--- src/rtl/multi_stage_pkg.sv ---
// Shared types and helpers for the multi-stage priority decoder.
// Index width, NULL detection and the decoder state encoding.
package multi_stage_pkg;

    typedef enum logic [1:0] {
        IDLE   = 2'd0,
        DECODE = 2'd1,
        DONE   = 2'd2
    } dec_state_t;

    function automatic int idx_width(input int inputs);
        return $clog2(inputs);
    endfunction

    // Any index at or above the vector width is a NULL stage.
    function automatic logic idx_is_null(
        input int unsigned idx,
        input int unsigned inputs
    );
        return idx >= inputs;
    endfunction

endpackage

--- src/rtl/index_onehot_decoder.sv ---
// Combinational index-to-onehot decoder.
// NULL indices produce an all-zero vector and raise is_null.
module index_onehot_decoder
    import multi_stage_pkg::*;
#(
    parameter int INPUTS = 12,
    localparam int W = idx_width(INPUTS)
) (
    input  logic [W-1:0]      idx,
    output logic [INPUTS-1:0] onehot,
    output logic              is_null
);

    localparam logic [INPUTS-1:0] ONE = {{(INPUTS-1){1'b0}}, 1'b1};

    always_comb begin
        is_null = idx_is_null(32'(idx), INPUTS);
        onehot  = '0;
        if (!is_null) begin
            onehot = ONE << idx;
        end
    end

endmodule

--- src/rtl/multi_stage_priority_decoder.sv ---
// Rebuilds a request vector from a packed list of stage indices,
// folding one stage per clock and flagging repeated indices.
module multi_stage_priority_decoder
    import multi_stage_pkg::*;
#(
    parameter int INPUTS = 12,
    parameter int STAGES = 7,
    localparam int W   = idx_width(INPUTS),
    localparam int CW  = $clog2(STAGES + 1),
    localparam int SCW = $clog2(STAGES + 1)
) (
    input  logic                clk,
    input  logic                rst,
    input  logic                in_valid,
    output logic                in_ready,
    input  logic [W*STAGES-1:0] in_idx,
    output logic                out_valid,
    input  logic                out_ready,
    output logic [INPUTS-1:0]   out_vec,
    output logic [CW-1:0]       out_count,
    output logic                out_dup
);

    dec_state_t          state;
    logic [W*STAGES-1:0] shreg;
    logic [INPUTS-1:0]   acc;
    logic [CW-1:0]       count;
    logic                dup;
    logic [SCW-1:0]      stage_cnt;

    logic [INPUTS-1:0]   onehot;
    logic                is_null;
    logic                hit;
    logic                last;

    index_onehot_decoder #(
        .INPUTS (INPUTS)
    ) u_dec (
        .idx     (shreg[W-1:0]),
        .onehot  (onehot),
        .is_null (is_null)
    );

    assign hit  = |(acc & onehot);
    assign last = (stage_cnt == SCW'(STAGES - 1));

    always_ff @(posedge clk) begin
        if (rst) begin
            state     <= IDLE;
            in_ready  <= 1'b1;
            out_valid <= 1'b0;
            shreg     <= '0;
            acc       <= '0;
            count     <= '0;
            dup       <= 1'b0;
            stage_cnt <= '0;
        end else begin
            unique case (state)
                IDLE: begin
                    if (in_valid) begin
                        shreg     <= in_idx;
                        acc       <= '0;
                        count     <= '0;
                        dup       <= 1'b0;
                        stage_cnt <= '0;
                        in_ready  <= 1'b0;
                        state     <= DECODE;
                    end
                end
                DECODE: begin
                    if (!is_null) begin
                        if (hit) begin
                            dup <= 1'b1;
                        end else begin
                            acc   <= acc | onehot;
                            count <= count + CW'(1);
                        end
                    end
                    shreg     <= shreg >> W;
                    stage_cnt <= stage_cnt + SCW'(1);
                    if (last) begin
                        out_valid <= 1'b1;
                        state     <= DONE;
                    end
                end
                DONE: begin
                    if (out_ready) begin
                        out_valid <= 1'b0;
                        in_ready  <= 1'b1;
                        state     <= IDLE;
                    end
                end
                default: begin
                    out_valid <= 1'b0;
                    in_ready  <= 1'b1;
                    state     <= IDLE;
                end
            endcase
        end
    end

    assign out_vec   = acc;
    assign out_count = count;
    assign out_dup   = dup;

endmodule

--- config.mk ---
export PLATFORM = sky130hd
export DESIGN_NAME = multi_stage_priority_decoder
export DESIGN_NICKNAME = d
export VERILOG_FILES = /design/src/rtl/multi_stage_pkg.sv /design/src/rtl/index_onehot_decoder.sv /design/src/rtl/multi_stage_priority_decoder.sv
export SDC_FILE = /design/constraint.sdc
export NUM_CORES = 1
export LEC_CHECK = 0
export BUFFER_PORTS_ARGS = -buffer_cell sky130_fd_sc_hd__buf_2
export CORE_UTILIZATION = 54
export DETAILED_ROUTE_END_ITERATION = 6
export PLACE_DENSITY = 0.79
export SLEW_MARGIN = 5
export SYNTH_ARGS = -nofsm -noshare
export SYNTH_HDL_FRONTEND = slang
export SYNTH_HIERARCHICAL = 1
export SYNTH_SLANG_ARGS = --single-unit
--- constraint.sdc ---
create_clock -name clk -period 3.25 [get_ports clk]
set_clock_uncertainty 0.2 [all_clocks]
set_input_delay 0.325 -clock clk [delete_from_list [all_inputs] [get_ports clk]]
set_output_delay 0.325 -clock clk [all_outputs]
set_load 0.05 [all_outputs]
# Word level (Yosys, flattened, before mapping)
# Cells that the tools add are included.
[word_totals]
out_inout_bits = 18
word_cells = 59
input_bits = 32
register_bits = 51
[classes]
mux = 25
n_reduce_logical = 9
n_shift = 1
bitwise_logic = 4
eq_ne = 9
addsub = 2
n_lt_le_gt_ge = 1
[ops]
columns = ["operator", "count"]
rows = [
  ["28-bit case mux with 2 select lines", 1],
  ["12-bit 2-to-1 mux", 4],
  ["28-bit 2-to-1 mux", 1],
  ["12-bit case mux with 2 select lines", 1],
  ["12-bit bitwise AND", 1],
  ["2-bit != test, second input constant", 6],
  ["12-bit OR", 1],
  ["3-bit case mux with 2 select lines", 2],
  ["12-bit OR reduction", 1],
  ["1-bit by 4-bit left shift with 12-bit output, first input constant", 1],
  ["3-bit 2-to-1 mux", 3],
  ["3-bit AND reduction", 3],
  ["4-bit AND reduction", 2],
  ["3-bit by 1-bit adder with 3-bit output, second input constant", 2],
  ["1-bit 2-to-1 mux", 6],
  ["2-bit 2-to-1 mux", 3],
  ["1-bit case mux with 3 select lines", 2],
  ["2-bit case mux with 3 select lines", 1],
  ["4-bit >= comparator, second input constant", 1],
  ["3-bit equality test, second input constant", 1],
  ["2-bit by 1-bit equality test with 1-bit output, second input constant", 1],
  ["2-bit equality test, second input constant", 1],
  ["2-bit zero test", 1],
  ["1-bit NOT", 2],
  ["3 further kinds", 3],
]

# Depth between registers and ports, before layout
[depth]
depth_word = 7
ltp_mapped = 8
ltp_nobuf = 6

# Hierarchy
# The synthesis kept the hierarchy.
[modules_own_cells]
columns = ["module", "area_each_um2", "seq_area_each_um2", "cells_each", "n_inst"]
rows = [
  ["multi_stage_priority_decoder", 2142.1, 1021.0, 253, 1],
  ["index_onehot_decoder", 251.5, 0.0, 17, 1],
]

# Least setup slack after synthesis
# Ideal clock, no wire load.
[synth_timing]
path_type = "reg-to-reg"
startpoint = "register shreg[2]"
endpoint = "register count[2] (netlist: out_count[2])"
path_stages_with_launch = 8
n_path_buf = 1
setup_ps = 63
setup_slack_ps = 842
synth_period_minus_slack_ps = 2408
t_arrival_ps = 2145
t_required_ps = 2987
path_cell_list = "dfxtp_1 buf_6 and4b_1 a22o_1 a221oi_2 or4b_4 or4_1 nand3_1"
[synth_via]
elab_chain_len = 6
word_cells_on_any_way = 8
classes_between = "order compare: 1; eq/ne: 2; shift: 1; mux: 1; bitwise: 1; reduce/logical: 2"
[synth_lines]
columns = ["element", "line_no", "text"]
rows = [
  ["from (decl)", "multi_stage_priority_decoder.sv:25", "logic [W*STAGES-1:0] shreg;"],
  ["from (signal assigned)", "multi_stage_priority_decoder.sv:61", "shreg <= in_idx;"],
  ["from (signal assigned)", "multi_stage_priority_decoder.sv:79", "shreg <= shreg >> W;"],
  ["4-bit >= comparator or 1-bit by 4-bit left shift with 12-bit output (tied branches)", "multi_stage_pkg.sv:20, index_onehot_decoder.sv:20", ""],
  ["12-bit 2-to-1 mux *", "index_onehot_decoder.sv:19", "if (!is_null) begin"],
  ["via onehot[11]", "multi_stage_priority_decoder.sv:31", "logic [INPUTS-1:0] onehot;"],
  ["12-bit bitwise AND *", "multi_stage_priority_decoder.sv:44", "assign hit = |(acc & onehot);"],
  ["12-bit OR reduction *", "multi_stage_priority_decoder.sv:44", ""],
  ["2-bit != test (no line) *", "--", ""],
  ["4-bit AND reduction (no line) *", "--", ""],
  ["to (signal assigned)", "multi_stage_priority_decoder.sv:76", "count <= count + CW'(1);"],
  ["to (decl)", "multi_stage_priority_decoder.sv:27", "logic [CW-1:0] count;"],
]
# The timed path passes the listed nets; every way through them passes the cells marked *.
# A chain may end at the register's enable or synchronous reset.

# Worst setup path in the final report
[layout_timing]
startpoint = "register shreg[0]"
endpoint = "register acc[10] (netlist: out_vec[10])"
[layout_via]
elab_chain_len = 6
word_cells_on_any_way = 12
classes_between = "order compare: 1; eq/ne: 2; shift: 1; mux: 4; bitwise: 2; reduce/logical: 2"
[layout_lines]
columns = ["element", "line_no", "text"]
rows = [
  ["4-bit >= comparator or 1-bit by 4-bit left shift with 12-bit output (tied branches)", "multi_stage_pkg.sv:20, index_onehot_decoder.sv:20", ""],
  ["12-bit 2-to-1 mux *", "index_onehot_decoder.sv:19", ""],
  ["via onehot[6]", "multi_stage_priority_decoder.sv:31", ""],
  ["12-bit bitwise AND *", "multi_stage_priority_decoder.sv:44", ""],
  ["12-bit OR reduction *", "multi_stage_priority_decoder.sv:44", ""],
  ["2-bit != test (no line) *", "--", ""],
  ["4-bit AND reduction (no line) *", "--", ""],
  ["to (signal assigned)", "multi_stage_priority_decoder.sv:75", "acc <= acc | onehot;"],
  ["to (decl)", "multi_stage_priority_decoder.sv:26", "logic [INPUTS-1:0] acc;"],
]
# The timed path passes the listed nets; every way through them passes the cells marked *. The select of a mux whose other input is x is not followed.

==> impl_metrics.py <==
metrics = {
    "synth": {
        "yosysWarnings": 6,
        "synthMuxAreaShare": 0,
        "synth_area_leaders": "dfxtp_1, nor2_1, a211oi_1, a22o_1, nor4b_4",
        "syn_inst": 270,
        "syn_area_um2": 2390,
        "yosys.area_share.xor_xnor": 0,
        "synth_top_area_share": 0.427,
        "synth_nets": 305,
        "ys_types": 41,
        "ys_async_sr_fraction": 0,
        "yosys.area.top_type": "dfxtp_1",
        "synth_top_family_by_area": "compound AO/OA/AOI/OAI gates",
        "synth-seq-area-share": 0.427,
        "yosys.area_share.simple": 0.225,
        "synth-main-ff-cell": "dfxtp_1",
        "ys_ff_latch": 51,
        "synth_edf_count": 0,
        "synth-compound-area-share": 0.265,
        "synthAdderAreaFrac": 0.0157,
        "syn_avg_cell_area_um2": 8.86,
    },
    "global_route": {
        "grt_pass1_wl_um": 8400,
        "grt_pass1_vias": 1856,
        "grt-ovfl-total": 0,
        "antenna_found_initial": 0,
        "grt_max_degree": 40,
        "grt_usage": 0.241,
    },
    "routing": {
        "dr.pass1.iters": 4,
        "drc": 0,
        "drt_iter0_drc": 110,
        "final_antenna_net_count": 0,
        "vias": 2073,
        "via_per_inst": 5.76,
        "wl_per_cell_um": 14.2,
        "totalWireLength_um": 5120,
    },
    "critical_path": {
        "path_cells": "and4bb_1 > a22o_1 > a221oi_2 > or4b_4 > nor2_2 > a22o_1",
        "path_max_fanout": 13,
        "max_stage_delay_ns": 0.70,
        "crit_arrival_ns": 2.88,
        "critPathKind": "flop to flop",
        "end_kind": "flop",
        "cp.required_ns": 3.30,
        "cpMostUsedCell": "a22o_1",
        "cp_slowest_cell": "dfxtp_1",
        "cp-start-kind": "flop",
    },
    "clock_tree": {
        "cts_setup_buffers": 0,
        "cts_tree": "built",
        "cts.path.max_buffers": 2,
        "ctsHoldBuffers": 0,
        "clock_sinks": 51,
        "cts_buffers": 5,
        "clock_latency_ns": 0.30,
        "ctsHtreeMaxLevel": 2,
        "cts_resized": 0,
        "root_buffer": "clkbuf_8",
        "clk_pin_slew_ns": 0.09,
    },
    "timing": {
        "tns_ns": 0,
        "clock.fmax_mhz": 353,
        "rsz0062_at_grt": "false",
        "slew_headroom": 0.499,
        "finalCritPeriodShare": 0.872,
        "drv_slew": 0,
        "finalSetupViolCount": 0,
        "min_period_ns": 2.83,
        "tightest_slew_ns": 0.748,
        "finalHoldViolations": 0,
    },
    "cells_and_area": {
        "syn2layout_area_growth_pct": 14.3,
        "final_cells": 360,
        "drive_gt1_frac": 0.232,
        "antenna_cells": 0,
        "final_cell_mix": "dfxtp_1, nor2_1, buf_2",
        "final_core_util": 0.665,
        "final_common_cell": "dfxtp_1",
        "fin_area_um2": 2740,
        "fin_nets": 345,
    },
    "floorplan": {
        "die_x_um": 68.6,
        "start_util": 0.582,
        "die_h_um": 68.6,
        "dieArea_um2": 4700,
        "rows": 23,
        "ios": 50,
        "core_area_um2": 4120,
    },
    "run_status": {
        "status": "complete, no violations",
    },
    "placement": {
        "dp.cells": 353,
        "place_congestion": 0.762,
        "dp_hpwl_um": 3440,
        "io_buffers": 49,
        "placed_area_um2": 2630,
    },
    "power_and_ir_drop": {
        "p_per_area_nw_per_um2": 500,
        "p_leak_nw": 1.18,
        "ir_drop_mv": 0.277,
    },
    "hold_path": {
        "min_path_type": "input port to flop",
    },
    "run": {
        "drv_cap": 0,
    },
}
## sequential cells by signal, summed over array words and instances (netlist names)
| register | cells |
|---|---|
| out_count | 3 |
| state | 2 |
| shreg | 28 |
| in_ready | 1 |
| out_dup | 1 |
| out_valid | 1 |
| out_vec | 12 |
| stage_cnt | 3 |
## synth_stat cells, types with 5 or more instances
master and count:
dfxtp_1 51, nor2_1 49, a211oi_1 17, clkbuf_1 16, nand2_1 16, a21oi_1 13
a22o_1 13, o22ai_1 11, inv_1 10, o21ai_0 9, a22oi_1 8, a221oi_1 5
and4bb_1 5
## cell type report
cell class	count	area (µm²)
clock buffers	6	72.6
clock inverters	1	30.0
fillers	350	1380
inverters	13	48.8
multi-input cells	184	1210
flip-flops and latches	51	1020
well taps	50	62.6
repair buffers	55	290
## cells by family (layout without fill, tap and decap cells)
family                   after synthesis  count (layout)
AO/OA/AOI/OAI                         90              90
adder cells (fa/ha/maj)                3               3
buffers and inverters                 35              75
flip-flops                            51              51
AND/OR/NAND/NOR                       91              91
## power breakdown
part / switching [mW] / internal, mW / total, mW
Sequential: 0.0419 / 0.667 / 0.709
Combinational: 0.141 / 0.0967 / 0.238
Clock: 0.194 / 0.226 / 0.420
Total: 0.378 / 0.990 / 1.37
## metrics by stage
stage | hold WS, ns | total power [mW] | worst slack (ns)
2_1_floorplan | 0.231 | 0.902 | 0.842
3_3_place_gp | 0.247 | 0.955 | 0.511
3_5_place_dp | 0.250 | 0.960 | 0.442
4_1_cts | 0.0506 | 1.38 | 0.424
5_1_grt | 0.0881 | 1.43 | 0.195
6_report | 0.0617 | 1.37 | 0.417
## layer usage
layer | vias up | global-route usage | wire [µm]
met5 | - | 0 | 0
met4 | 0 | 0.102 | 83
met3 | 6 | 0.0543 | 268
met2 | 61 | 0.384 | 2260
met1 | 950 | 0.311 | 2510
li1 | 1056 | - | -
## critical path: cells and delay by family (launching register included)
kind	cells	cell delay, ns
AOI/OAI and AO/OA	3	0.64
and+or+nand+nor	3	1.24
DFF	1	0.70
## final timing paths
path	endpoint	cells past startpoint	slack [ns]	start
worst min register to register	shreg[16]	2	0.27	shreg[16]
worst min-delay path	shreg[24]	3	0.06	in_idx[24]
worst max register to register	out_vec[10]	6	0.42	shreg[0]
worst max-delay path	out_vec[10]	6	0.42	shreg[0]
(Power assumes the default switching activity.)
